## config.mk

```make
export PLATFORM = sky130hd
export DESIGN_NAME = pipe_stage_reg
export DESIGN_NICKNAME = d
export VERILOG_FILES = /design/src/rtl/pipe_pkg.sv /design/src/rtl/pipe_stage_entry.sv /design/src/rtl/pipe_stage_reg.sv
export SDC_FILE = /design/constraint.sdc
export NUM_CORES = 1
export LEC_CHECK = 0
export BUFFER_PORTS_ARGS = -buffer_cell sky130_fd_sc_hd__buf_2
export CAP_MARGIN = 20
export CORE_MARGIN = 1
export CORE_UTILIZATION = 46
export DETAILED_ROUTE_END_ITERATION = 8
export PLACE_DENSITY = 0.76
export SLEW_MARGIN = 20
export SYNTH_ARGS = -nofsm -noshare
export SYNTH_HDL_FRONTEND = slang
export SYNTH_SLANG_ARGS = --single-unit
```

## constraint.sdc

```tcl
create_clock -name clk -period 1.55 [get_ports clk]
set_input_delay 0.31 -clock clk [delete_from_list [all_inputs] [get_ports clk]]
set_output_delay 0.31 -clock clk [all_outputs]
set_load 0.01 [all_outputs]
```

## src/rtl/pipe_pkg.sv

```systemverilog
// Shared definitions for the pipeline stage register slice: stage occupancy
// states and default widths.
package pipe_pkg;

  localparam int unsigned DEF_DATA_W      = 32;
  localparam int unsigned DEF_CTRL_W      = 8;
  localparam int unsigned DEF_STALL_CNT_W = 8;

  // Number of beats currently held by the stage.
  typedef enum logic [1:0] {
    EMPTY = 2'd0,
    ONE   = 2'd1,
    FULL  = 2'd2
  } stage_state_e;

endpackage

```

## src/rtl/pipe_stage_entry.sv

```systemverilog
// One storage slot of a pipeline stage: control bits plus payload with a
// valid flag. clear drops the slot and zeroes its control bits but keeps the
// payload; clear wins over load.
module pipe_stage_entry #(
  parameter int unsigned DATA_W = 32,
  parameter int unsigned CTRL_W = 8
) (
  input  logic              clk,
  input  logic              rst,
  input  logic              load,
  input  logic              clear,
  input  logic [CTRL_W-1:0] load_ctrl,
  input  logic [DATA_W-1:0] load_data,
  output logic              valid,
  output logic [CTRL_W-1:0] ctrl,
  output logic [DATA_W-1:0] data
);

  // Slot register: reset/clear empties it, load captures a new beat.
  always_ff @(posedge clk or negedge rst) begin
    if (!rst) begin
      valid <= 1'b0;
      ctrl  <= '0;
      data  <= '0;
    end else if (clear) begin
      valid <= 1'b0;
      ctrl  <= '0;
    end else if (load) begin
      valid <= 1'b1;
      ctrl  <= load_ctrl;
      data  <= load_data;
    end
  end

endmodule

```

## src/rtl/pipe_stage_reg.sv

```systemverilog
// Pipeline stage register with valid/ready handshake, flush, freeze and a
// saturating stall counter. Define PIPE_STAGE_SKID_EN to build a two-entry
// skid buffer whose in_ready comes only from registered state; by default a
// single entry is used and in_ready follows out_ready combinationally.
module pipe_stage_reg
  import pipe_pkg::*;
#(
  parameter int unsigned DATA_W      = DEF_DATA_W,
  parameter int unsigned CTRL_W      = DEF_CTRL_W,
  parameter int unsigned STALL_CNT_W = DEF_STALL_CNT_W
) (
  input  logic                   clk,
  input  logic                   rst,
  input  logic                   flush,
  input  logic                   freeze,
  input  logic                   in_valid,
  output logic                   in_ready,
  input  logic [CTRL_W-1:0]      in_ctrl,
  input  logic [DATA_W-1:0]      in_data,
  output logic                   out_valid,
  input  logic                   out_ready,
  output logic [CTRL_W-1:0]      out_ctrl,
  output logic [DATA_W-1:0]      out_data,
  output logic [STALL_CNT_W-1:0] stall_cnt
);

  stage_state_e state;

  logic accept;
  logic release_beat;
  logic head_load;
  logic head_clear;
  logic [CTRL_W-1:0] head_src_ctrl;
  logic [DATA_W-1:0] head_src_data;

  assign accept       = in_valid & in_ready;
  assign release_beat = out_valid & out_ready;

`ifdef PIPE_STAGE_SKID_EN
  logic              skid_valid;
  logic [CTRL_W-1:0] skid_ctrl;
  logic [DATA_W-1:0] skid_data;
  logic              skid_load;
  logic              skid_clear;

  // Ready depends only on the registered occupancy, not on out_ready.
  assign in_ready = !freeze & (state != FULL);

  // Head always presents the oldest beat; the skid slot catches a beat that
  // arrives while the head is blocked, and refills the head on release.
  always_comb begin
    head_load     = 1'b0;
    head_clear    = flush;
    skid_load     = 1'b0;
    skid_clear    = flush;
    head_src_ctrl = skid_valid ? skid_ctrl : in_ctrl;
    head_src_data = skid_valid ? skid_data : in_data;
    unique case (state)
      EMPTY: head_load = accept;
      ONE: begin
        head_load = accept & release_beat;
        skid_load = accept & !release_beat;
        if (release_beat && !accept) head_clear = 1'b1;
      end
      FULL: begin
        head_load = release_beat;
        if (release_beat) skid_clear = 1'b1;
      end
      default: ;
    endcase
  end

  pipe_stage_entry #(
    .DATA_W(DATA_W),
    .CTRL_W(CTRL_W)
  ) u_skid (
    .clk      (clk),
    .rst      (rst),
    .load     (skid_load),
    .clear    (skid_clear),
    .load_ctrl(in_ctrl),
    .load_data(in_data),
    .valid    (skid_valid),
    .ctrl     (skid_ctrl),
    .data     (skid_data)
  );

  // Occupancy FSM for the two-entry buffer; flush empties it from any state.
  always_ff @(posedge clk or negedge rst) begin
    if (!rst) begin
      state <= EMPTY;
    end else if (flush) begin
      state <= EMPTY;
    end else begin
      unique case (state)
        EMPTY: if (accept) state <= ONE;
        ONE: begin
          if (accept && !release_beat)      state <= FULL;
          else if (release_beat && !accept) state <= EMPTY;
        end
        FULL:    if (release_beat) state <= ONE;
        default: state <= EMPTY;
      endcase
    end
  end
`else
  // Single entry: a full stage may accept in the same cycle it releases.
  assign in_ready = !freeze & ((state == EMPTY) | out_ready);

  // Load on accept; drop the beat on release unless replaced in that cycle.
  always_comb begin
    head_src_ctrl = in_ctrl;
    head_src_data = in_data;
    head_load     = accept;
    head_clear    = flush | (release_beat & !accept);
  end

  // Occupancy FSM for the single entry; flush empties it.
  always_ff @(posedge clk or negedge rst) begin
    if (!rst) begin
      state <= EMPTY;
    end else if (flush) begin
      state <= EMPTY;
    end else begin
      unique case (state)
        EMPTY:   if (accept) state <= ONE;
        ONE:     if (release_beat && !accept) state <= EMPTY;
        default: state <= EMPTY;
      endcase
    end
  end
`endif

  pipe_stage_entry #(
    .DATA_W(DATA_W),
    .CTRL_W(CTRL_W)
  ) u_head (
    .clk      (clk),
    .rst      (rst),
    .load     (head_load),
    .clear    (head_clear),
    .load_ctrl(head_src_ctrl),
    .load_data(head_src_data),
    .valid    (out_valid),
    .ctrl     (out_ctrl),
    .data     (out_data)
  );

  // Count consecutive blocked cycles of the head beat, saturating at all-ones.
  always_ff @(posedge clk or negedge rst) begin
    if (!rst) begin
      stall_cnt <= '0;
    end else if (flush || release_beat) begin
      stall_cnt <= '0;
    end else if (out_valid && !out_ready && (stall_cnt != '1)) begin
      stall_cnt <= stall_cnt + 1'b1;
    end
  end

endmodule
```

== Word-level counts from Yosys, hierarchy flattened ==
Index checks and enable logic that the tools add are counted.

* Add/subtract/negate cells: 1
* Reductions and logical operators: 12
* Bitwise operators: 7
* Equality and inequality tests: 4
* Mux-type cells: 10

{| class="wikitable"
|+ Operators with widths
! kind !! number
|-
| $mux W8 || 4
|-
| $add A8 B1 Y8 const B || 1
|-
| $ne A8 B8 Y1 const B || 1
|-
| $mux W2 || 3
|-
| $ne A3 B3 Y1 const B || 2
|-
| $and A1 B1 Y1 || 4
|-
| $pmux W2 S2 || 1
|-
| $reduce_and A2 Y1 || 2
|-
| $reduce_bool A2 Y1 || 2
|-
| $logic_and A1 B1 Y1 || 3
|-
| $logic_not A1 Y1 || 3
|-
| $eq A2 B1 Y1 const B || 1
|-
| $logic_not A2 Y1 || 1
|-
| $mux W1 || 2
|-
| $or A1 B1 Y1 || 2
|-
| $logic_or A1 B1 Y1 || 1
|-
| $not A1 Y1 || 1
|}

* Bits of input ports: 46
* Flip-flop bits (word level): 51
* Output and inout bits: 50

== Depth between registers and ports, before layout ==
* Depth in word-level cells: 9
* Gate-level depth with buffers: 5
* Depth with buffers taken out: 5

== Modules after synthesis ==
Synthesis repeated with hierarchy kept, for this count alone.

* Cell total of the unflattened synthesis: 155
* Area, all modules: 2267.2 µm²

{| class="wikitable"
|+ Modules (own cells, without submodules)
! module !! area an instance (µm²) !! instances !! cells an instance
|-
| pipe_stage_entry || 1724.2 || 1 || 98
|-
| pipe_stage_reg || 543.0 || 1 || 57
|}

== Least setup slack after synthesis ==
No wires, ideal clock.

* Path type: register -> register
* Start point: reg stall_cnt[0]
* End point: reg stall_cnt[0]
* Slack: 0.066 ns
* Arrival time: 1.359 ns
* Clock period less this slack: 1.484 ns
* Cell stages (with the launch flop): 6
* Cell sequence: dfrtp_1 -> ha_1 -> nand2_1 -> o31ai_4 -> nor2_2 -> mux2_2

* Word-level cells in the longest chain between the ends: 3

{| class="wikitable"
|+ Ends and longest elaborated chain
! element !! line !! RTL
|-
| start, declared || pipe_stage_reg.sv:24 || <nowiki>output logic [STALL_CNT_W-1:0] stall_cnt</nowiki>
|-
| start signal, assigned || pipe_stage_reg.sv:156 || <nowiki>stall_cnt <= stall_cnt + 1'b1;</nowiki>
|-
| $add A8 B1 Y8 or $ne A8 B8 Y1 (tied branches) || pipe_stage_reg.sv:156, pipe_stage_reg.sv:155 ||
|-
| $mux W8 or $logic_and A1 B1 Y1 (tied branches) || pipe_stage_reg.sv:155 || <nowiki>end else if (out_valid && !out_ready && (stall_cnt != '1)) begin</nowiki>
|-
| $mux W8 or $reduce_bool A2 Y1 (tied branches) || n/a ||
|}

Several ways; a longest one is shown, not always the timed one. The select of a mux whose other input is x is not followed.
A chain may end at the register's enable or synchronous reset.

== Worst setup path in the final report ==
* Start point: reg stall_cnt[1]
* End point: reg stall_cnt[0]

* Word-level cells in the longest chain between the ends: 3

{| class="wikitable"
|+ Ends and longest elaborated chain
! element !! line
|-
| $ne A8 B8 Y1 || pipe_stage_reg.sv:155
|-
| $logic_and A1 B1 Y1 || pipe_stage_reg.sv:155
|-
| $reduce_bool A2 Y1 (no line) || n/a
|}

No other way between the ends.

==> metrics.md <==
| Metric | Value |
|---|---|
| Placer Congestion | `0.852` |
| Crit-path max FO | `6` |
| Static Leak | `1.37 nW` |
| Worst EP arrival | `1660 ps` |
| R2r setup slk | `70 ps` |
| Int Power | `0.00215 W` |
| Critical path class | `flip-flop to flip-flop` |
| Largest net degree at the start of global routing | `35` |
| Routed length per instance | `13.1 um` |
| Final WL | `3880 um` |
| DP Area | `0.00261 sq mm` |
| Post-synthesis sequential area ratio | `61.8%` |
| WHS | `239 ps` |
| Max_slew headroom | `73.6%` |
| YS warnings | `0` |
| Core Region | `0.00412 sq mm` |
| Worst slack, placed | `1.53 ps` |
| Combinational share of power | `21.9%` |
| Final period util | `95.6%` |
| Final setup violation count | `0` |
| Initial core utilization | `49.2%` |
| Placed cell count | `287` |
| Most common cell after layout, fill and taps aside | `buf_2` |
| H-tree depth | `2` |
| Vias | `1459` |
| ANT nets after route | `0` |
| Peak Freq | `0.675 GHz` |
| Fin nets | `293` |
| Worst r2r path cells | `5` |
| Hpwl dp | `3030 um` |
| Clock Sinks | `50` |
| Die ar. | `0.00467 sq mm` |
| Syn nets | `187` |
| Diodes inserted | `0` |
| RSZ-0062 raised after global routing | `no` |
| Clk_lat worst skew | `290 ps` |
| # rows | `23` |
| Startpoint types | `flip-flop` |
| Ratio of cells with drive above 1 in the final layout | `60.2%` |
| Hold Path Depth | `2` |
| Final-report hold violation count | `0` |
| PD cells | `1070 mW/mm^2` |
| Status | `finished, final reports clean` |
| Vias in the first global route | `1336` |
| Fin crit period | `1480 ps` |
| Cells after Synth | `140` |
| # IOs | `96` |
| Non-Filler Instances | `296` |
| Synth unique cells | `29` |
| Yosys reg bits | `50` |
| Initial detailed-routing violation count | `70` |
| Crit path capture type | `flip-flop` |
| Hold Path Class | `primary input to flip-flop` |
| Total CTS buffers | `5` |
| DR vias/cell | `4.93` |
| Net Switching | `0.000758 W` |
| Initial antenna violation count | `0` |
| Clock transition at path regs | `80 ps` |
| First-pass GRT wire length | `6020 um` |
| Final Skew | `5.45 ps` |
| Synthesized cell area | `0.00202 sq mm` |
| Area Growth Syn to Fin | `34.3%` |
| Hold EP | `u_head.ctrl[7]` |
| R2r endpoint | `stall_cnt[0]` |
| Total gr overflow | `0` |
| Clock share of power | `23.4%` |
| Post-route setup slack | `67.4 ps` |
| Clock root cell | `clkbuf_8` |
| GRT Total Usage | `17.7%` |
| Port Buffers | `95` |
| Worst slew pin tran | `396 ps` |
| Mean Syn Cell Area | `14.5 sq um` |
| Max VDD drop | `0.627 mV` |
| Fin area | `0.00272 sq mm` |
| Most frequent cells in the layout | `95 x buf_2, 50 x dfrtp_1, 31 x mux2_2, 11 x a22o_1` |
| CTS tree | `yes` |
| Sequential share of power | `54.7%` |
| Sw Ratio | `26.1%` |
| DRC violations left | `0` |
| Die width | `68.3 um` |
| Pre-antenna DRT Iters | `3` |
| Worst r2r src | `stall_cnt[1]` |
| Max-slew violation count | `0` |
| Hold Crit Start | `in_ctrl[7]` |
| Total of max-cap violations | `0` |
| Clock Path Buffers | `2` |
| Critical Path RT | `1720 ps` |
| Final setup TNS | `0 ps` |
| Die height | `68.3 um` |
[per-stage QoR]
step           total power [W]  utilization, %
5_1_grt                0.00309            66.0
4_1_cts                0.00296            65.5
2_1_floorplan          0.00193               -
6_report               0.00291            66.0
3_3_place_gp           0.00225            63.4
3_5_place_dp           0.00227            63.4
[power groups by stage]
stage	Clock (W)	Sequential, W	Combinational (W)
floorplan	0	0.00171	0.000220
global placement	0	0.00161	0.000636
detailed placement	0	0.00162	0.000650
CTS	0.000712	0.00159	0.000651
global route	0.000763	0.00162	0.000709
finish	0.000681	0.00159	0.000638
[critical path: stages, from the launching register on]
cell and delay, ps:
dfrtp_1 420, ha_4 170, nand2_2 80, o31ai_4 340, nor2_2 100, mux2_2 270
[cells in the mapped netlist (all sizes together)]
library cell	number	area, sq um
mux2i	1	10.0
dfrtp	50	1250
o31ai	1	21.3
mux2	33	372
and2b	1	8.76
nor2	6	27.5
o21a	1	7.51
nand4	1	12.5
nor3	3	15.0
xnor2	2	17.5
a22o	11	96.3
xor2	1	8.76
o211ai	1	12.5
inv	3	11.3
nand3	4	20.0
o22ai	1	6.26
and2	1	8.76
ha	1	12.5
nand2	3	11.3
buf	4	27.5
o21ai	2	10.0
nand2b	2	12.5
a21oi	5	28.8
a21o	1	7.51
or3	1	6.26
[sequential cells by signal (all words and copies together), names as in the netlist]
register / cells
stall_cnt: 8
u_head.data: 32
state: 1
u_head.valid: 1
u_head.ctrl: 8
[how the worst max path moves through the flow]
stage / start / end / slack [ps] / depth (start not counted)
final: stall_cnt[1] / stall_cnt[0] / 70 / 5
after global routing: stall_cnt[1] / stall_cnt[0] / 7 / 5
after CTS: stall_cnt[1] / stall_cnt[0] / 20 / 5
after detailed placement: stall_cnt[1] / stall_cnt[0] / 2 / 5
after global placement: stall_cnt[1] / stall_cnt[0] / 90 / 5
after floorplan: stall_cnt[0] / stall_cnt[0] / 70 / 5
[area by class of cell]
class	instances	area (sq um)
fillers	315	1400
well taps	50	62.6
clock buffers	7	76.3
multi-input cells	83	753
repair buffers	103	563
inverters	3	11.3
flip-flops and latches	50	1250
[metal layers]
metal  track usage (%)  vias up  share of wire, %
met1              22.8      680                45
met2              27.7       64                48
met4              5.99        0              0.57
met3              5.83        2               6.9
met5                 0        -                 0
li1                  -      713                 -
[cell families (layout without fill, tap and decap cells)]
kind of cell               count (synthesis)  count (layout)  synth area share [%]
buffers and inverters                      7             113                  1.92
AOI/OAI and AO/OA                         23              23                  9.40
xor gates and xnor gates                   3               3                  1.30
and+or+nand+nor                           22              22                  6.06
DFF                                       50              50                  61.8
adders and majority gates                  1               1                 0.618
muxes                                     34              34                  18.9
[what timing repair did]
action | 4_1_cts | 5_1_grt
pin swaps | 1 | 1
resized for setup | 0 | 3
endpoints found under the hold margin | 16 | 0
setup endpoints to repair | 1 | 1
hold buffers | 1 | 0
setup buffers | 0 | 1
Power figures use the tool's default switching activity.
